`config.mk`:
```
export PLATFORM = sky130hd
export DESIGN_NAME = card_shoe
export DESIGN_NICKNAME = d
export VERILOG_FILES = /design/src/rtl/card_shoe.sv
export SDC_FILE = /design/constraint.sdc
export NUM_CORES = 1
export LEC_CHECK = 0
export ABC_AREA = 1
export BUFFER_PORTS_ARGS = -buffer_cell sky130_fd_sc_hd__buf_2
export CAP_MARGIN = 20
export CORE_UTILIZATION = 45
export DETAILED_ROUTE_END_ITERATION = 8
export GPL_ROUTABILITY_DRIVEN = 0
export PLACE_DENSITY = 0.6
export SLEW_MARGIN = 25
export SYNTH_ARGS = -nofsm -noshare
export SYNTH_HDL_FRONTEND = slang
export SYNTH_SLANG_ARGS = --single-unit
```
`constraint.sdc`:
```
create_clock -name clk -period 5.3 [get_ports clk]
set_input_delay 0.795 -clock clk [delete_from_list [all_inputs] [get_ports clk]]
set_output_delay 0.795 -clock clk [all_outputs]
set_load 0.05 [all_outputs]
```
`src/rtl/card_shoe.sv`:
```
// card_shoe: 52-card dealer without replacement answering single-card requests from the game FSM.
// A request picks a pseudo-random start slot and scans forward, one slot per clock, to the first undealt card.
module card_shoe #(
    parameter logic [15:0] LFSR_SEED = 16'hACE1,
    parameter int unsigned LOW_WATER = 15
) (
    input  logic       clk,
    input  logic       rst,
    input  logic       req,
    input  logic       shuffle,
    output logic       card_valid,
    output logic [3:0] card_val,
    output logic [5:0] card_idx,
    output logic       busy,
    output logic [5:0] cards_left,
    output logic       shoe_low,
    output logic       reshuffled
);

    localparam logic [15:0] SEED_EFF    = (LFSR_SEED == 16'h0000) ? 16'h0001 : LFSR_SEED;
    localparam logic [15:0] LFSR_MASK   = 16'hB400;
    localparam logic [5:0]  DECK_SIZE   = 6'd52;
    localparam logic [5:0]  LAST_IDX    = 6'd51;
    localparam logic [5:0]  LOW_WATER_C = 6'(LOW_WATER);

    typedef enum logic [0:0] {
        IDLE   = 1'b0,
        SEARCH = 1'b1
    } state_t;

    state_t      state_r, state_s;
    logic [51:0] used_r, used_s;
    logic [5:0]  cards_left_r, cards_left_s;
    logic [5:0]  ptr_r, ptr_s;
    logic        card_valid_r, card_valid_s;
    logic [3:0]  card_val_r, card_val_s;
    logic [5:0]  card_idx_r, card_idx_s;
    logic        shoe_low_r, shoe_low_s;
    logic        reshuffled_r, reshuffled_s;
    logic [15:0] lfsr_r;
    logic [5:0]  start_s;

    // Galois right-shift step; the feedback taps are applied when the bit shifted out is 1.
    function automatic logic [15:0] lfsr_step(input logic [15:0] cur);
        logic [15:0] nxt;
        nxt = {1'b0, cur[15:1]};
        if (cur[0]) begin
            nxt = nxt ^ LFSR_MASK;
        end else begin
            nxt = nxt;
        end
        return nxt;
    endfunction

    // Fold a 6-bit random value into the deck range 0..51.
    function automatic logic [5:0] fold_start(input logic [5:0] s);
        logic [5:0] f;
        if (s >= DECK_SIZE) begin
            f = s - DECK_SIZE;
        end else begin
            f = s;
        end
        return f;
    endfunction

    // Rank within a suit: ace counts 1, ten and face cards count 10.
    function automatic logic [3:0] card_map(input logic [5:0] idx);
        logic [5:0] r;
        logic [3:0] v;
        r = idx % 6'd13;
        if (r == 6'd0) begin
            v = 4'd1;
        end else if (r >= 6'd9) begin
            v = 4'd10;
        end else begin
            v = r[3:0] + 4'd1;
        end
        return v;
    endfunction

    assign start_s = fold_start(lfsr_r[5:0]);

    // Next-state and datapath decisions for the IDLE/SEARCH controller.
    always_comb begin
        state_s      = state_r;
        used_s       = used_r;
        cards_left_s = cards_left_r;
        ptr_s        = ptr_r;
        card_valid_s = 1'b0;
        card_val_s   = card_val_r;
        card_idx_s   = card_idx_r;
        reshuffled_s = 1'b0;
        case (state_r)
            IDLE: begin
                // An empty shoe is refilled on demand so the following search always finds a card.
                if (shuffle || (req && (cards_left_r == 6'd0))) begin
                    used_s       = 52'd0;
                    cards_left_s = DECK_SIZE;
                    reshuffled_s = 1'b1;
                end else begin
                    used_s       = used_r;
                    cards_left_s = cards_left_r;
                end
                if (req) begin
                    ptr_s   = start_s;
                    state_s = SEARCH;
                end else begin
                    ptr_s   = ptr_r;
                    state_s = IDLE;
                end
            end
            SEARCH: begin
                if (!used_r[ptr_r]) begin
                    used_s[ptr_r] = 1'b1;
                    cards_left_s  = cards_left_r - 6'd1;
                    card_idx_s    = ptr_r;
                    card_val_s    = card_map(ptr_r);
                    card_valid_s  = 1'b1;
                    state_s       = IDLE;
                end else begin
                    ptr_s   = (ptr_r == LAST_IDX) ? 6'd0 : (ptr_r + 6'd1);
                    state_s = SEARCH;
                end
            end
            default: begin
                state_s = IDLE;
            end
        endcase
        shoe_low_s = (cards_left_s < LOW_WATER_C);
    end

    // State, deck bookkeeping, output and LFSR registers; the LFSR keeps stepping while busy.
    always_ff @(posedge clk) begin
        if (!rst) begin
            state_r      <= IDLE;
            used_r       <= 52'd0;
            cards_left_r <= DECK_SIZE;
            ptr_r        <= 6'd0;
            card_valid_r <= 1'b0;
            card_val_r   <= 4'd0;
            card_idx_r   <= 6'd0;
            shoe_low_r   <= 1'b0;
            reshuffled_r <= 1'b0;
            lfsr_r       <= SEED_EFF;
        end else begin
            state_r      <= state_s;
            used_r       <= used_s;
            cards_left_r <= cards_left_s;
            ptr_r        <= ptr_s;
            card_valid_r <= card_valid_s;
            card_val_r   <= card_val_s;
            card_idx_r   <= card_idx_s;
            shoe_low_r   <= shoe_low_s;
            reshuffled_r <= reshuffled_s;
            lfsr_r       <= lfsr_step(lfsr_r);
        end
    end

    assign card_valid = card_valid_r;
    assign card_val   = card_val_r;
    assign card_idx   = card_idx_r;
    assign busy       = (state_r == SEARCH);
    assign cards_left = cards_left_r;
    assign shoe_low   = shoe_low_r;
    assign reshuffled = reshuffled_r;

endmodule

```
==> out/results.txt <==
Initial core utilization: 46.5%
Fraction of registers with async set/reset: 0%
First-pass GRT wire length: 17800 um
Hold_ws: 0.419 ns
Crit. End Element: register
FF+latch count, synth: 94
Max Cap Violations: 0
CTS tree: yes
Crit-path max FO: 12
Ys Warns: 0
Gr busiest metal: met2
# setup viols final: 0
WP data arrival: 3.55 ns
H-tree levels: 3
Syn_area_per_cell: 7.49 um^2
Hold crit path type: reg2reg
Final #Nets: 634
CTS Hold Bufs: 0
VDD IR max: 0.000177 V
Final hold violations: 0
Clk_lat worst skew: 0.37 ns
Max Freq: 0.302 GHz
P_leak: 2.03 nW
Hpwl dp: 7530 um
GR Util met1: 31.6%
Diodes inserted: 0
Hold Crit Start: lfsr_r[9]$_SDFF_PN0_
Total GRT Usage: 21.9%
Final wirelength: 10900 um
Worst slew margin: 46.4%
Largest net degree at the start of global routing: 53
Count of different cell masters after synthesis: 43
Slew Viols, Final: 0
Clock root buffer: clkbuf_8
Number of synthesized flops with an enable pin: 0
Top cell type's share of synthesized area: 41.4%
Grt ovf: 0
Worst slew pin tran: 0.801 ns
Post-CTS Setup Repair Bufs: 0
CTS sink count: 94
Top post-synthesis cells by area: dfxtp_1 41%, nand2_1 8.1%, nand3_1 7.3%
Num ports: 24
Layout cells sized above 1: 13.5%
Pre-antenna DRT Iters: 4
Wire length per cell: 14.3 um
DRT iter0 DRCs: 285
Status: complete, no violations
Critical path required time: 5.53 ns
Area leader, netlist: dfxtp_1
Post_cts resized: 0
Die height: 103 um
Die X-Extent: 103 um
Type of the worst setup path: reg2reg
GR Util met2: 33.2%
Final setup skew: 0.00918 ns
Via density: 5.25
CP startpoint: ptr_r[3]$_SDFFE_PN0P_
RSZ-0062 raised after global routing: false
Clock slew at the register clock pins of the worst setup and hold paths: 0.09 ns
Drt drc: 0
Reg-to-Reg Start: ptr_r[3]$_SDFFE_PN0P_
Final period utilization: 62.6%
Setup_tns: 0 ns
I/O Buffers: 23
Final min period: 3.32 ns
Pwr/cell area: 476 nW/um^2
Met3 Use GR: 3.73%
Longest Clk Path Bufs: 2
Final ANT Viol Nets: 0
Syn Inst Count: 607
Post-synthesis cell area: 4550 um^2
Area Overhead vs Synth: 7.98%
Synthesized net count: 622
Antenna violations before repair: 0
Core Rows: 36
Full die area: 10500 um^2
Top_reg_cell synth: dfxtp_1
Sequential-to-total area share from yosys stat: 41.4%
Fillers: 987
CORE AREA: 9770 um^2
Vias in the first global route: 3560
TritonCTS buffer count: 9
Critical Path Source Type: register
Total number of vias: 3972
## cells in the mapped netlist (9+ instances only)
| master | instances |
|---|---|
| a21oi_1 | 64 |
| a31oi_1 | 16 |
| clkbuf_1 | 9 |
| dfxtp_1 | 94 |
| ha_1 | 11 |
| inv_1 | 78 |
| nand2_1 | 98 |
| nand3_1 | 66 |
| nor2_1 | 43 |
| o21ai_0 | 20 |
| o22ai_1 | 18 |
## worst max-delay path, cell delays in order, from the launching register on
cell and delay [ns]:
dfxtp_1 0.56, inv_1 0.32, ha_1 0.27, nand2_1 0.05
nand2_1 0.11, nand2_1 0.15, nand2_1 0.12, nand2_1 0.08
inv_1 0.06, ha_1 0.17, nand3b_1 0.17, nand3_1 0.10
nand2_1 0.05, nand2_1 0.08, nand3_1 0.15, a21oi_1 0.20
nand2_1 0.10, inv_1 0.06, nand3_1 0.07, nand2_2 0.10
nand3_1 0.08, nand2_1 0.06, a21oi_1 0.06
## layout make-up
cell class                      count  area (um^2)  share of cell area [%]
Inverter                           88          330                    6.72
Clock inverter                      7         97.6                    1.99
Multi-Input combinational cell    401         2180                    44.4
Tap cell                          133          166                    3.39
Timing Repair Buffer               25          130                    2.65
Sequential cell                    94         1880                    38.3
Clock buffer                        9          124                    2.52
## power breakdown
group,internal (mW),switching [mW]
combinational,0.267,0.708
clock,0.268,0.262
sequential,0.765,0.0659
## logic make-up (layout without fill, tap and decap cells)
kind of cell / after synthesis / in the layout / synth area share, %
AOI/OAI and AO/OA: 138 / 138 / 17.5
muxes: 1 / 1 / 0.220
buffers and inverters: 112 / 129 / 10.9
DFF: 94 / 94 / 41.4
and+or+nand+nor: 247 / 247 / 26.2
xor gates and xnor gates: 4 / 4 / 0.770
adders and majority gates: 11 / 11 / 3.03
## through the flow
step                setup WS, ns  utilization [%]  cells  instance area, um^2  total power [mW]
floorplan                   2.61                -    607                 4550              1.63
global placement            2.08             47.9    741                 4680              1.81
detailed placement          2.05             47.9    741                 4680              1.81
CTS                         2.05             50.2    757                 4900              2.34
global route                1.51             50.3    757                 4910              2.49
finish                      1.98             50.3    757                 4910              2.34
## routing by layer
metal,vias up,part of all wire (%)
li1,2038,-
met1,1856,52
met2,66,44
met3,12,3.0
met4,0,1.3
met5,-,0
## worst paths after layout
| path | depth (start not counted) | endpoint | slack, ns |
|---|---|---|---|
| setup / recovery | 22 | card_val[3]$_SDFFE_PN0P_ | 1.98 |
| hold / removal | 2 | lfsr_r[8]$_SDFF_PN0_ | 0.42 |
| setup reg to reg | 22 | card_val[3]$_SDFFE_PN0P_ | 1.98 |
| hold reg to reg | 2 | lfsr_r[8]$_SDFF_PN0_ | 0.42 |
## sequential cells by signal, summed over array words and instances (netlist names)
register / flops
card_idx: 6
shoe_low: 1
ptr_r: 6
used_r: 52
busy: 1
card_valid: 1
cards_left: 6
reshuffled: 1
card_val: 4
lfsr_r: 16
## placed cells by master (no fill, tap or decap), drive strengths merged, types with 4 or more instances in the layout
master	count
or2	6
ha	11
a31oi	16
nand3	74
dfxtp	94
a22oi	4
clkinv	5
o21ai	24
nor3	4
inv	87
nand2	109
nand4	4
o22ai	18
buf	25
o2111ai	4
nor2	47
a21oi	65
o211ai	4
clkbuf	9
(Power assumes the default switching activity.)
